## config.mk

```make
export PLATFORM = sky130hd
export DESIGN_NAME = frame_scheduler
export DESIGN_NICKNAME = d
export VERILOG_FILES = /design/src/rtl/frame_scheduler_pkg.sv /design/src/rtl/frame_scheduler_rect_calc.sv /design/src/rtl/frame_scheduler.sv
export SDC_FILE = /design/constraint.sdc
export NUM_CORES = 1
export LEC_CHECK = 0
export BUFFER_PORTS_ARGS = -buffer_cell sky130_fd_sc_hd__buf_2
export CAP_MARGIN = 20
export CORE_MARGIN = 1.5
export CORE_UTILIZATION = 56
export CTS_BUF_LIST = sky130_fd_sc_hd__clkbuf_16
export DETAILED_ROUTE_END_ITERATION = 10
export PLACE_DENSITY = 0.79
export SYNTH_ARGS = -nofsm -noshare
export SYNTH_HDL_FRONTEND = slang
export SYNTH_SLANG_ARGS = --single-unit
```

## constraint.sdc

```tcl
create_clock -name clk -period 5.16 [get_ports clk]
set_clock_uncertainty 0.1 [all_clocks]
set_input_delay 0.516 -clock clk [delete_from_list [all_inputs] [get_ports clk]]
set_output_delay 0.516 -clock clk [all_outputs]
set_load 0.02 [all_outputs]
```

## src/rtl/frame_scheduler_pkg.sv

```systemverilog
// frame_scheduler_pkg
// Shared definitions for the frame scheduler: FSM state encodings, plotted
// object selector, screen/sprite dimensions and the colour palette.
package frame_scheduler_pkg;

  localparam int BIRD_W_DEF = 4;
  localparam int BIRD_H_DEF = 4;
  localparam int WALL_W_DEF = 8;
  localparam int GAP_H_DEF  = 40;
  localparam int SCR_W_DEF  = 160;
  localparam int SCR_H_DEF  = 120;

  localparam logic [2:0] BG_COL_DEF   = 3'b000;
  localparam logic [2:0] BIRD_COL_DEF = 3'b110;
  localparam logic [2:0] WALL_COL_DEF = 3'b010;

  typedef enum logic [3:0] {
    ST_WAIT   = 4'd0,
    ST_IDLE   = 4'd1,
    ST_E_BIRD = 4'd2,
    ST_E_WTOP = 4'd3,
    ST_E_WBOT = 4'd4,
    ST_UPD    = 4'd5,
    ST_LATCH  = 4'd6,
    ST_D_WTOP = 4'd7,
    ST_D_WBOT = 4'd8,
    ST_D_BIRD = 4'd9,
    ST_OVER   = 4'd10
  } state_t;

  typedef enum logic [1:0] {
    OBJ_BIRD = 2'd0,
    OBJ_WTOP = 2'd1,
    OBJ_WBOT = 2'd2
  } obj_t;

  // States that issue a rectangle to the plotter
  function automatic logic is_plot_state(input state_t s);
    logic r;
    case (s)
      ST_E_BIRD, ST_E_WTOP, ST_E_WBOT,
      ST_D_WTOP, ST_D_WBOT, ST_D_BIRD: r = 1'b1;
      default:                         r = 1'b0;
    endcase
    return r;
  endfunction

  // States that belong to a frame in progress (a tick here is an overrun)
  function automatic logic is_frame_state(input state_t s);
    return (s >= ST_E_BIRD) && (s <= ST_D_BIRD);
  endfunction

endpackage

```

## src/rtl/frame_scheduler_rect_calc.sv

```systemverilog
// frame_scheduler_rect_calc
// Combinational rectangle geometry for one plotted object.
// Ports:
//   obj            which object (bird, wall top, wall bottom)
//   erase          1 = background colour, 0 = object colour
//   bird_x/bird_y  bird top-left
//   wall_x/gap_y   wall left edge and top of the gap
//   x/y/w/h/col    rectangle to plot
//   zero           rectangle has zero width or height (nothing to plot)
module frame_scheduler_rect_calc
  import frame_scheduler_pkg::*;
#(
  parameter int         BIRD_W   = BIRD_W_DEF,
  parameter int         BIRD_H   = BIRD_H_DEF,
  parameter int         WALL_W   = WALL_W_DEF,
  parameter int         GAP_H    = GAP_H_DEF,
  parameter int         SCR_W    = SCR_W_DEF,
  parameter int         SCR_H    = SCR_H_DEF,
  parameter logic [2:0] BG_COL   = BG_COL_DEF,
  parameter logic [2:0] BIRD_COL = BIRD_COL_DEF,
  parameter logic [2:0] WALL_COL = WALL_COL_DEF
) (
  input  obj_t       obj,
  input  logic       erase,
  input  logic [7:0] bird_x,
  input  logic [6:0] bird_y,
  input  logic [7:0] wall_x,
  input  logic [6:0] gap_y,
  output logic [7:0] x,
  output logic [6:0] y,
  output logic [7:0] w,
  output logic [6:0] h,
  output logic [2:0] col,
  output logic       zero
);

  logic [8:0] room_s;   // pixels left between wall_x and the right edge
  logic [8:0] ww_s;     // clipped wall width
  logic [7:0] bot_y_s;  // first row below the gap
  logic [7:0] bot_h_s;  // bottom wall height, 0 if the gap reaches the floor
  logic [8:0] w_full_s;
  logic [7:0] h_full_s;

  // Wall clipping at the right edge and bottom-wall extent
  always_comb begin
    if ({1'b0, wall_x} >= 9'(SCR_W)) begin
      room_s = 9'd0;
    end else begin
      room_s = 9'(SCR_W) - {1'b0, wall_x};
    end
    if (room_s < 9'(WALL_W)) begin
      ww_s = room_s;
    end else begin
      ww_s = 9'(WALL_W);
    end
    bot_y_s = {1'b0, gap_y} + 8'(GAP_H);
    if (bot_y_s >= 8'(SCR_H)) begin
      bot_h_s = 8'd0;
    end else begin
      bot_h_s = 8'(SCR_H) - bot_y_s;
    end
  end

  // Object select: position, size and colour of the chosen rectangle
  always_comb begin
    x        = 8'd0;
    y        = 7'd0;
    w_full_s = 9'd0;
    h_full_s = 8'd0;
    col      = BG_COL;
    case (obj)
      OBJ_BIRD: begin
        x        = bird_x;
        y        = bird_y;
        w_full_s = 9'(BIRD_W);
        h_full_s = 8'(BIRD_H);
        col      = erase ? BG_COL : BIRD_COL;
      end
      OBJ_WTOP: begin
        x        = wall_x;
        y        = 7'd0;
        w_full_s = ww_s;
        h_full_s = {1'b0, gap_y};
        col      = erase ? BG_COL : WALL_COL;
      end
      OBJ_WBOT: begin
        x        = wall_x;
        y        = bot_y_s[6:0];
        w_full_s = ww_s;
        h_full_s = bot_h_s;
        col      = erase ? BG_COL : WALL_COL;
      end
      default: begin
        x        = 8'd0;
        y        = 7'd0;
        w_full_s = 9'd0;
        h_full_s = 8'd0;
        col      = BG_COL;
      end
    endcase
    w    = w_full_s[7:0];
    h    = h_full_s[6:0];
    zero = (w_full_s == 9'd0) || (h_full_s == 8'd0);
  end

endmodule

```

## src/rtl/frame_scheduler.sv

```systemverilog
// frame_scheduler
// Per-frame sequencer for the shared rectangle plotter: erase bird and wall,
// pulse the game logic, latch new positions, redraw wall and bird, and
// freeze in OVER after a collision.
// Ports:
//   clk, resetn            clock, asynchronous active-low reset
//   frame_tick, go         frame pulse, game start level
//   collision              collision level, sampled once per frame
//   bird_x/y, wall_x/gap_y positions from the controllers
//   update                 one-cycle advance pulse to the controllers
//   plot_start, plot_*     rectangle request to the plotter (held until done)
//   plot_done              plotter completion pulse
//   game_over, overrun     OVER flag, sticky dropped-tick flag
//   state                  current state encoding
module frame_scheduler
  import frame_scheduler_pkg::*;
#(
  parameter int         BIRD_W   = BIRD_W_DEF,
  parameter int         BIRD_H   = BIRD_H_DEF,
  parameter int         WALL_W   = WALL_W_DEF,
  parameter int         GAP_H    = GAP_H_DEF,
  parameter int         SCR_W    = SCR_W_DEF,
  parameter int         SCR_H    = SCR_H_DEF,
  parameter logic [2:0] BG_COL   = BG_COL_DEF,
  parameter logic [2:0] BIRD_COL = BIRD_COL_DEF,
  parameter logic [2:0] WALL_COL = WALL_COL_DEF
) (
  input  logic       clk,
  input  logic       resetn,
  input  logic       frame_tick,
  input  logic       go,
  input  logic       collision,
  input  logic [7:0] bird_x,
  input  logic [6:0] bird_y,
  input  logic [7:0] wall_x,
  input  logic [6:0] gap_y,
  output logic       update,
  output logic       plot_start,
  output logic [7:0] plot_x,
  output logic [6:0] plot_y,
  output logic [7:0] plot_w,
  output logic [6:0] plot_h,
  output logic [2:0] plot_col,
  input  logic       plot_done,
  output logic       game_over,
  output logic       overrun,
  output logic [3:0] state
);

  state_t     state_r, next_s;
  logic [7:0] bx_r, wx_r;
  logic [6:0] by_r, gy_r;
  logic       prev_valid_r, col_flag_r, skip_r;

  logic       adv_s, enter_plot_s, use_in_s, erase_s;
  obj_t       obj_s;
  logic [7:0] bx_s, wx_s, rx_s, rw_s;
  logic [6:0] by_s, gy_s, ry_s, rh_s;
  logic [2:0] rcol_s;
  logic       zero_s;

  assign state = state_r;

  // A plot state finishes on plot_done, or after one cycle if it had nothing to plot
  assign adv_s = skip_r || plot_done;

  // Next-state logic
  always_comb begin
    next_s = state_r;
    case (state_r)
      ST_WAIT:   if (go) next_s = ST_IDLE; else next_s = ST_WAIT;
      ST_IDLE: begin
        if (frame_tick) begin
          next_s = prev_valid_r ? ST_E_BIRD : ST_UPD;
        end else begin
          next_s = ST_IDLE;
        end
      end
      ST_E_BIRD: if (adv_s) next_s = ST_E_WTOP; else next_s = ST_E_BIRD;
      ST_E_WTOP: if (adv_s) next_s = ST_E_WBOT; else next_s = ST_E_WTOP;
      ST_E_WBOT: if (adv_s) next_s = ST_UPD;    else next_s = ST_E_WBOT;
      ST_UPD:    next_s = ST_LATCH;
      ST_LATCH:  next_s = ST_D_WTOP;
      ST_D_WTOP: if (adv_s) next_s = ST_D_WBOT; else next_s = ST_D_WTOP;
      ST_D_WBOT: if (adv_s) next_s = ST_D_BIRD; else next_s = ST_D_WBOT;
      ST_D_BIRD: begin
        if (adv_s) begin
          next_s = col_flag_r ? ST_OVER : ST_IDLE;
        end else begin
          next_s = ST_D_BIRD;
        end
      end
      ST_OVER:   next_s = ST_OVER;
      default:   next_s = ST_WAIT;
    endcase
  end

  // Rectangle selection for the state being entered, so the request is
  // registered on the same edge as the state change
  always_comb begin
    obj_s   = OBJ_BIRD;
    erase_s = 1'b0;
    case (next_s)
      ST_E_BIRD: begin obj_s = OBJ_BIRD; erase_s = 1'b1; end
      ST_E_WTOP: begin obj_s = OBJ_WTOP; erase_s = 1'b1; end
      ST_E_WBOT: begin obj_s = OBJ_WBOT; erase_s = 1'b1; end
      ST_D_WTOP: begin obj_s = OBJ_WTOP; erase_s = 1'b0; end
      ST_D_WBOT: begin obj_s = OBJ_WBOT; erase_s = 1'b0; end
      ST_D_BIRD: begin obj_s = OBJ_BIRD; erase_s = 1'b0; end
      default:   begin obj_s = OBJ_BIRD; erase_s = 1'b0; end
    endcase
  end

  // Leaving LATCH, the new positions are still on the inputs and only land in
  // the registers on this edge, so the first draw takes them directly
  assign use_in_s     = (state_r == ST_LATCH) && !erase_s;
  assign bx_s         = use_in_s ? bird_x : bx_r;
  assign by_s         = use_in_s ? bird_y : by_r;
  assign wx_s         = use_in_s ? wall_x : wx_r;
  assign gy_s         = use_in_s ? gap_y  : gy_r;
  assign enter_plot_s = (next_s != state_r) && is_plot_state(next_s);

  frame_scheduler_rect_calc #(
    .BIRD_W(BIRD_W), .BIRD_H(BIRD_H), .WALL_W(WALL_W), .GAP_H(GAP_H),
    .SCR_W(SCR_W), .SCR_H(SCR_H),
    .BG_COL(BG_COL), .BIRD_COL(BIRD_COL), .WALL_COL(WALL_COL)
  ) u_rect (
    .obj(obj_s), .erase(erase_s),
    .bird_x(bx_s), .bird_y(by_s), .wall_x(wx_s), .gap_y(gy_s),
    .x(rx_s), .y(ry_s), .w(rw_s), .h(rh_s), .col(rcol_s), .zero(zero_s)
  );

  // State register
  always_ff @(posedge clk or negedge resetn) begin
    if (!resetn) state_r <= ST_WAIT;
    else         state_r <= next_s;
  end

  // Position latch. The erase pass runs before LATCH, so these registers still
  // hold what was drawn last frame when erasing; no separate copy is needed.
  always_ff @(posedge clk or negedge resetn) begin
    if (!resetn) begin
      bx_r         <= 8'd0;
      by_r         <= 7'd0;
      wx_r         <= 8'd0;
      gy_r         <= 7'd0;
      prev_valid_r <= 1'b0;
      col_flag_r   <= 1'b0;
    end else if (state_r == ST_LATCH) begin
      bx_r         <= bird_x;
      by_r         <= bird_y;
      wx_r         <= wall_x;
      gy_r         <= gap_y;
      prev_valid_r <= 1'b1;
      col_flag_r   <= collision;
    end
  end

  // Registered outputs: pulses, plot request, status flags
  always_ff @(posedge clk or negedge resetn) begin
    if (!resetn) begin
      update     <= 1'b0;
      plot_start <= 1'b0;
      plot_x     <= 8'd0;
      plot_y     <= 7'd0;
      plot_w     <= 8'd0;
      plot_h     <= 7'd0;
      plot_col   <= 3'd0;
      game_over  <= 1'b0;
      overrun    <= 1'b0;
      skip_r     <= 1'b0;
    end else begin
      update     <= (next_s == ST_UPD);
      game_over  <= (next_s == ST_OVER);
      plot_start <= enter_plot_s && !zero_s;
      if (enter_plot_s) skip_r <= zero_s;
      if (enter_plot_s && !zero_s) begin
        plot_x   <= rx_s;
        plot_y   <= ry_s;
        plot_w   <= rw_s;
        plot_h   <= rh_s;
        plot_col <= rcol_s;
      end
      // Ticks during a frame are dropped but remembered
      if (frame_tick && is_frame_state(state_r)) overrun <= 1'b1;
    end
  end

endmodule
```

== Word-level counts from Yosys, hierarchy flattened ==
Cells that the tools add are included.
Word-level totals
  register bits after elaboration: 74
  bits of input ports: 36
  output and inout port bits: 41
  logic and storage cells: 92
Operators by class
  add/sub/neg operators: 3
  magnitude comparators: 5
  eq/ne operators: 21
  muxes and demuxes: 28
  reductions and logical operators: 18
Operators with widths (number)
  $pmux W4 S11: 1
  $eq A4 B3 Y1 const B: 7
  $eq A4 B4 Y1 const B: 6
  $mux W8: 3
  $pmux W8 S3: 1
  $mux W9: 2
  $pmux W9 S2: 1
  $eq A4 B2 Y1 const B: 4
  $pmux W8 S2: 1
  $mux W7: 2
  $pmux W7 S2: 1
  $mux W3: 4
  $mux W4: 3
  $logic_not A9 Y1: 1
  $lt A9 B4 Y1 const B: 1
  $sub A8 B8 Y9 const A: 1
  $add A7 B6 Y8 const B: 1
  $ge A8 B7 Y1 const B: 1
  $ge A8 B8 Y1 const B: 1
  $logic_not A8 Y1: 1
  $sub A7 B8 Y8 const A: 1
  $mux W1: 6
  $pmux W3 S2: 1
  $reduce_or A2 Y1: 3
  15 further kinds: 21

== Logic depth before layout (Yosys ltp) ==
  word-level depth: 18
  mapped depth: 19
  mapped depth without buffers: 15

== By module ==
Synthesis repeated with hierarchy kept, for this count alone.
Unflattened totals
  cells, all modules: 396
  area, all modules: 4590.7 um2
By module, submodules not included
  frame_scheduler: times used 1, cells each 251, area each 3628.5 um2, sequential area each 1851.8 um2
  frame_scheduler_rect_calc: times used 1, cells each 145, area each 962.2 um2, sequential area each 0.0 um2

== Least setup slack after synthesis ==
Ideal clock, no wire load.
  path kind: reg2reg
  from: reg state_r[2] (netlist: state[2])
  to: reg plot_w[0]
  library setup time: 0.125 ns
  arrival: 3.810 ns
  data required time: 4.935 ns
  slack: 1.125 ns
  cell stages (with the launch flop): 18
  buffers on the path: 2
  clock period less this slack: 4.035 ns
  cells stage by stage: dfrtp_1 clkbuf_1 or2_2 nor3_1 a21oi_1 nor2_1 nor2_1 nor2_1 inv_1 ha_1 inv_1 a221o_1 nor3_1 a311oi_1 nand4b_2 nand2_4 buf_6 mux2_4
On the way
  word-level cells in the longest chain between the ends: 17
  elaborated cells between the ends (all ways): 51
  those cells by class: add/sub: 3; order compare: 3; eq/ne: 19; mux: 11; reduce/logical: 15
Ends and longest elaborated chain
  from (decl): line frame_scheduler.sv:50  | state_t state_r, next_s;
  from (signal assigned): line frame_scheduler.sv:136  | else state_r <= next_s;
  $eq A4 B4 Y1 (tied with other cells): line frame_scheduler.sv:70  | case (state_r)
  $pmux W4 S11: line frame_scheduler.sv:70
  $eq A4 B2 Y1 / $eq A4 B3 Y1 (equally long branches): line frame_scheduler_pkg.sv:40, frame_scheduler.sv:103
  $reduce_or A3 Y1 (no line)
  $mux W1: line frame_scheduler.sv:103  | case (next_s)
  $logic_not A1 Y1: line frame_scheduler.sv:116  | assign use_in_s = (state_r == ST_LATCH) && !erase_s;
  $logic_and A1 B1 Y1: line frame_scheduler.sv:116
  $mux W8: line frame_scheduler.sv:119  | assign wx_s = use_in_s ? wall_x : wx_r;
  $sub A8 B8 Y9 / $ge A8 B8 Y1 (equally long branches): line frame_scheduler_rect_calc.sv:49, frame_scheduler_rect_calc.sv:46
  $mux W9: line frame_scheduler_rect_calc.sv:46  | if ({1'b0, wall_x} >= 9'(SCR_W)) begin
  $lt A9 B4 Y1: line frame_scheduler_rect_calc.sv:51  | if (room_s < 9'(WALL_W)) begin
  $mux W9: line frame_scheduler_rect_calc.sv:51
  $pmux W9 S2: line frame_scheduler_rect_calc.sv:71  | case (obj)
  $logic_not A9 Y1: line frame_scheduler_rect_calc.sv:103  | zero = (w_full_s == 9'd0) || (h_full_s == 8'd0);
  $logic_or A1 B1 Y1: line frame_scheduler_rect_calc.sv:103
  $logic_not A1 Y1: line frame_scheduler.sv:177  | if (enter_plot_s && !zero_s) begin
  $logic_and A1 B1 Y1: line frame_scheduler.sv:177
  to (signal assigned): line frame_scheduler.sv:180  | plot_w <= rw_s;
  to (decl): line frame_scheduler.sv:41  | output logic [7:0] plot_w,
Parallel ways exist; a longest one is shown, timed or not.
A chain may end at the register's enable or synchronous reset.

== Worst setup path after layout ==
  from: reg state_r[1] (netlist: state[1])
  to: reg plot_h[1]
On the way
  word-level cells in the longest chain between the ends: 17
  elaborated cells between the ends (all ways): 51
  those cells by class: add/sub: 3; order compare: 3; eq/ne: 19; mux: 11; reduce/logical: 15
Ends and longest elaborated chain
  $eq A4 B4 Y1 (tied with other cells): line frame_scheduler.sv:70
  $pmux W4 S11: line frame_scheduler.sv:70
  $eq A4 B2 Y1 / $eq A4 B3 Y1 (equally long branches): line frame_scheduler_pkg.sv:40, frame_scheduler.sv:103
  $reduce_or A3 Y1 (no line)
  $mux W1: line frame_scheduler.sv:103
  $logic_not A1 Y1: line frame_scheduler.sv:116
  $logic_and A1 B1 Y1: line frame_scheduler.sv:116
  $mux W8: line frame_scheduler.sv:119
  $sub A8 B8 Y9 / $ge A8 B8 Y1 (equally long branches): line frame_scheduler_rect_calc.sv:49, frame_scheduler_rect_calc.sv:46
  $mux W9: line frame_scheduler_rect_calc.sv:46
  $lt A9 B4 Y1: line frame_scheduler_rect_calc.sv:51
  $mux W9: line frame_scheduler_rect_calc.sv:51
  $pmux W9 S2: line frame_scheduler_rect_calc.sv:71
  $logic_not A9 Y1: line frame_scheduler_rect_calc.sv:103
  $logic_or A1 B1 Y1: line frame_scheduler_rect_calc.sv:103
  $logic_not A1 Y1: line frame_scheduler.sv:177
  $logic_and A1 B1 Y1: line frame_scheduler.sv:177
  to (signal assigned): line frame_scheduler.sv:181  | plot_h <= rh_s;
  to (decl): line frame_scheduler.sv:42  | output logic [6:0] plot_h,
Parallel ways exist; a longest one is shown, timed or not.

==> metrics.md <==
| Metric | Value |
|---|---|
| Max Cap Viol | `0` |
| Crit. End Element | `flop` |
| Flops & latches, synth | `73` |
| Die Height | `88.7 um` |
| Final setup viols | `0` |
| Final Max Slew Viols | `0` |
| Cell family with the largest share of critical-path delay | `simple AND/OR/NAND/NOR gates` |
| Top-count cell post-synth | `dfrtp_1` |
| Clk pin slew, worst setup/hold paths | `0.06 ns` |
| HPWL Detailed | `6840 um` |
| Top cells by area, synth | `dfrtp_1 44%, mux2_2 8.2%, mux2i_1 5.6%` |
| Tcrit/Tclk final | `between 90% and 100%` |
| Site row count | `31` |
| R2R Setup Slk | `0.52 ns` |
| Initial DRC Count | `216` |
| Crit path DAT | `between 4 and 5 ns` |
| Core area | `7180 um2` |
| Async S/R FF share, synth | `100%` |
| Slew headroom | `37.6%` |
| Effective utilization at floorplan | `57.4%` |
| Die area | `7870 um2` |
| GRT Overall Usage | `26.0%` |
| Area Overhead vs Synth | `18.2%` |
| RD Place Congestion | `just over 0.9` |
| Skew-Pair Late Insertion Delay | `0.34 ns` |
| Critical path buffers and inverters | `2` |
| Die Wd | `88.7 um` |
| Status | `finished, final reports clean` |
| H-tree depth | `3` |
| Final core utilization | `67.8%` |
| Hold Path Class | `in2async` |
| Share of post-route cells with drive strength above 1 | `32.2%` |
| YS warnings | `0` |
| Worst R2R Path Depth | `15` |
| Cell variety after synth | `about 70` |
| Worst reg2reg endpoint | `plot_h[1]` |
| Crit-path max cell delay | `0.56 ns` |
| Beginning of the critical path | `state[1]` |
| Kind of critical path | `reg2reg` |
| Bufs on Longest Clock Path | `2` |
| Crit-path cells | `or2_2 -> nor3_1 -> a21oi_1 -> nor2_1 -> nor2_1 -> nor2_2 -> inv_1 -> ha_1 -> inv_1 -> a221o_1 -> nor3_1 -> a311oi_1 -> nand4b_2 -> nand2_4 -> mux2_2` |
| Share of the synthesized area in the top cell type | `44.4%` |
| Reg-to-Reg Start | `state[1]` |
| Largest net degree at the start of global routing | `74` |
| DRC viols | `0` |
| WP data required | `5.28 ns` |
| Synth Net Count | `430` |
| CTS buffer count | `9` |
| Dominant cell type by area after synthesis | `dfrtp_1` |
| Type of origin of the critical path | `flop` |
| Post-synth top cells | `73 x dfrtp_1, 33 x inv_1, 31 x nor2_1, 30 x mux2_2, 23 x mux2i_1` |
| Ports | `77` |
| Unrepaired setup endpoints after global routing | `false` |
| Seq/Total Area, Yosys | `44.4%` |
| N_diodes | `0` |
| Clock Sink Count | `between 70 and 80` |
| Fmax achieved | `~220 MHz` |
| Buffers on Ports | `75` |
| Mapped cell area | `4120 um2` |
| 1st-pass router iterations | `4` |
| Critical path depth | `15` |
| Routed Antenna Nets | `0` |
| Number of synthesized flops with an enable pin | `0` |
| Final std cells w/o fill | `559` |
| Ys flop type | `dfrtp_1` |
| Root Driver | `clkbuf_16` |
| Post-CTS Setup Bufs | `0` |
| Via count | `between 3000 and 4000` |
| CP max FO | `34` |
| Grt total ovfl | `0` |
| DRT Wirelength | `roughly 9600 um` |
| DR vias/cell | `5.76` |
| Tmin final | `4.64 ns` |
| TritonCTS clock tree | `yes` |
| Average size of a mapped cell | `10.7 um2` |
| Post-placement cell count | `545` |
| Worst Tran Pin Value | `0.935 ns` |
| Vias in the first global route | `3153` |
| Final net count | `502` |
| Global-route wire length before repair | `15400 um` |
| Initial antenna violation count | `0` |
| End of the critical path | `plot_h[1]` |
| Final hold vios | `0` |
| WL/cell | `17.1 um` |
| Gate count of the mapped netlist | `~390` |
| Worst path slowest cell | `dfrtp_1` |
| TNS Setup | `0 ns` |
==> state kept, by name, summed over array words and instances (netlist names), 2 cells and up <==
register and flops:
bx_r 8, by_r 7, gy_r 7, plot_col 2, plot_h 7, plot_w 8, plot_x 8, plot_y 7
state 4, wx_r 8
==> placed cells by master (no fill, tap or decap), types with 14 or more instances in the layout <==
| master | n |
|---|---|
| mux2i_1 | 23 |
| a21oi_1 | 15 |
| nor3_1 | 14 |
| a22oi_1 | 15 |
| nor2_1 | 30 |
| mux2_2 | 30 |
| o21ai_0 | 14 |
| buf_2 | 75 |
| inv_1 | 33 |
| dfrtp_1 | 73 |
==> area by class of cell <==
class	count	area [um2]
fill	565	2310
clock buffer	9	225
tap	99	124
sequential	73	1830
clock inverter	5	106
timing repair buffer	78	398
multi-input combinational	261	2060
inverter	34	128
==> cell families (layout without fill, tap and decap cells) <==
family | after synthesis | in the layout | synth area share (%)
flops | 73 | 73 | 44.4
simple gates | 96 | 96 | 12.8
buf+inv | 51 | 126 | 5.68
xor+xnor | 7 | 7 | 1.49
mux | 64 | 64 | 17.8
fa+ha+maj | 9 | 9 | 2.74
compound gates | 84 | 84 | 15.0
other cells | 1 | 1 | 0.0911
==> metrics by stage <==
| step | setup slack (ns) | area (um2) | hold slack [ns] |
|---|---|---|---|
| after floorplan | 1.12 | 4120 | 0.120 |
| after global placement | 0.573 | 4530 | 0.334 |
| after detailed placement | 0.382 | 4530 | 0.341 |
| after CTS | 0.336 | 4860 | 0.307 |
| after global routing | 0.147 | 4870 | 0.313 |
| final | 0.515 | 4870 | 0.281 |
==> timing repair <==
item,CTS,global route
hold buffers,0,0
gates resized for setup,0,1
endpoints found under the setup margin,0,13
==> worst min-delay path by stage <==
stage               startpoint         end  slack [ns]
CTS                  collision  col_flag_r        0.31
finish                  resetn   game_over        0.28
floorplan               resetn     bx_r[0]        0.12
global route         collision  col_flag_r        0.31
global placement       overrun     overrun        0.33
detailed placement     overrun     overrun        0.34
==> per-layer routing <==
metal	GRT usage [%]	vias up	wire [um]
li1	-	1524	-
met1	34.5	1590	4280
met2	41.9	87	4650
met3	6.62	20	444
met4	8.38	0	182
met5	0	-	0
Power is not shown: default switching activity piles up to over one toggle a cycle in this logic, so the estimate is an artifact.
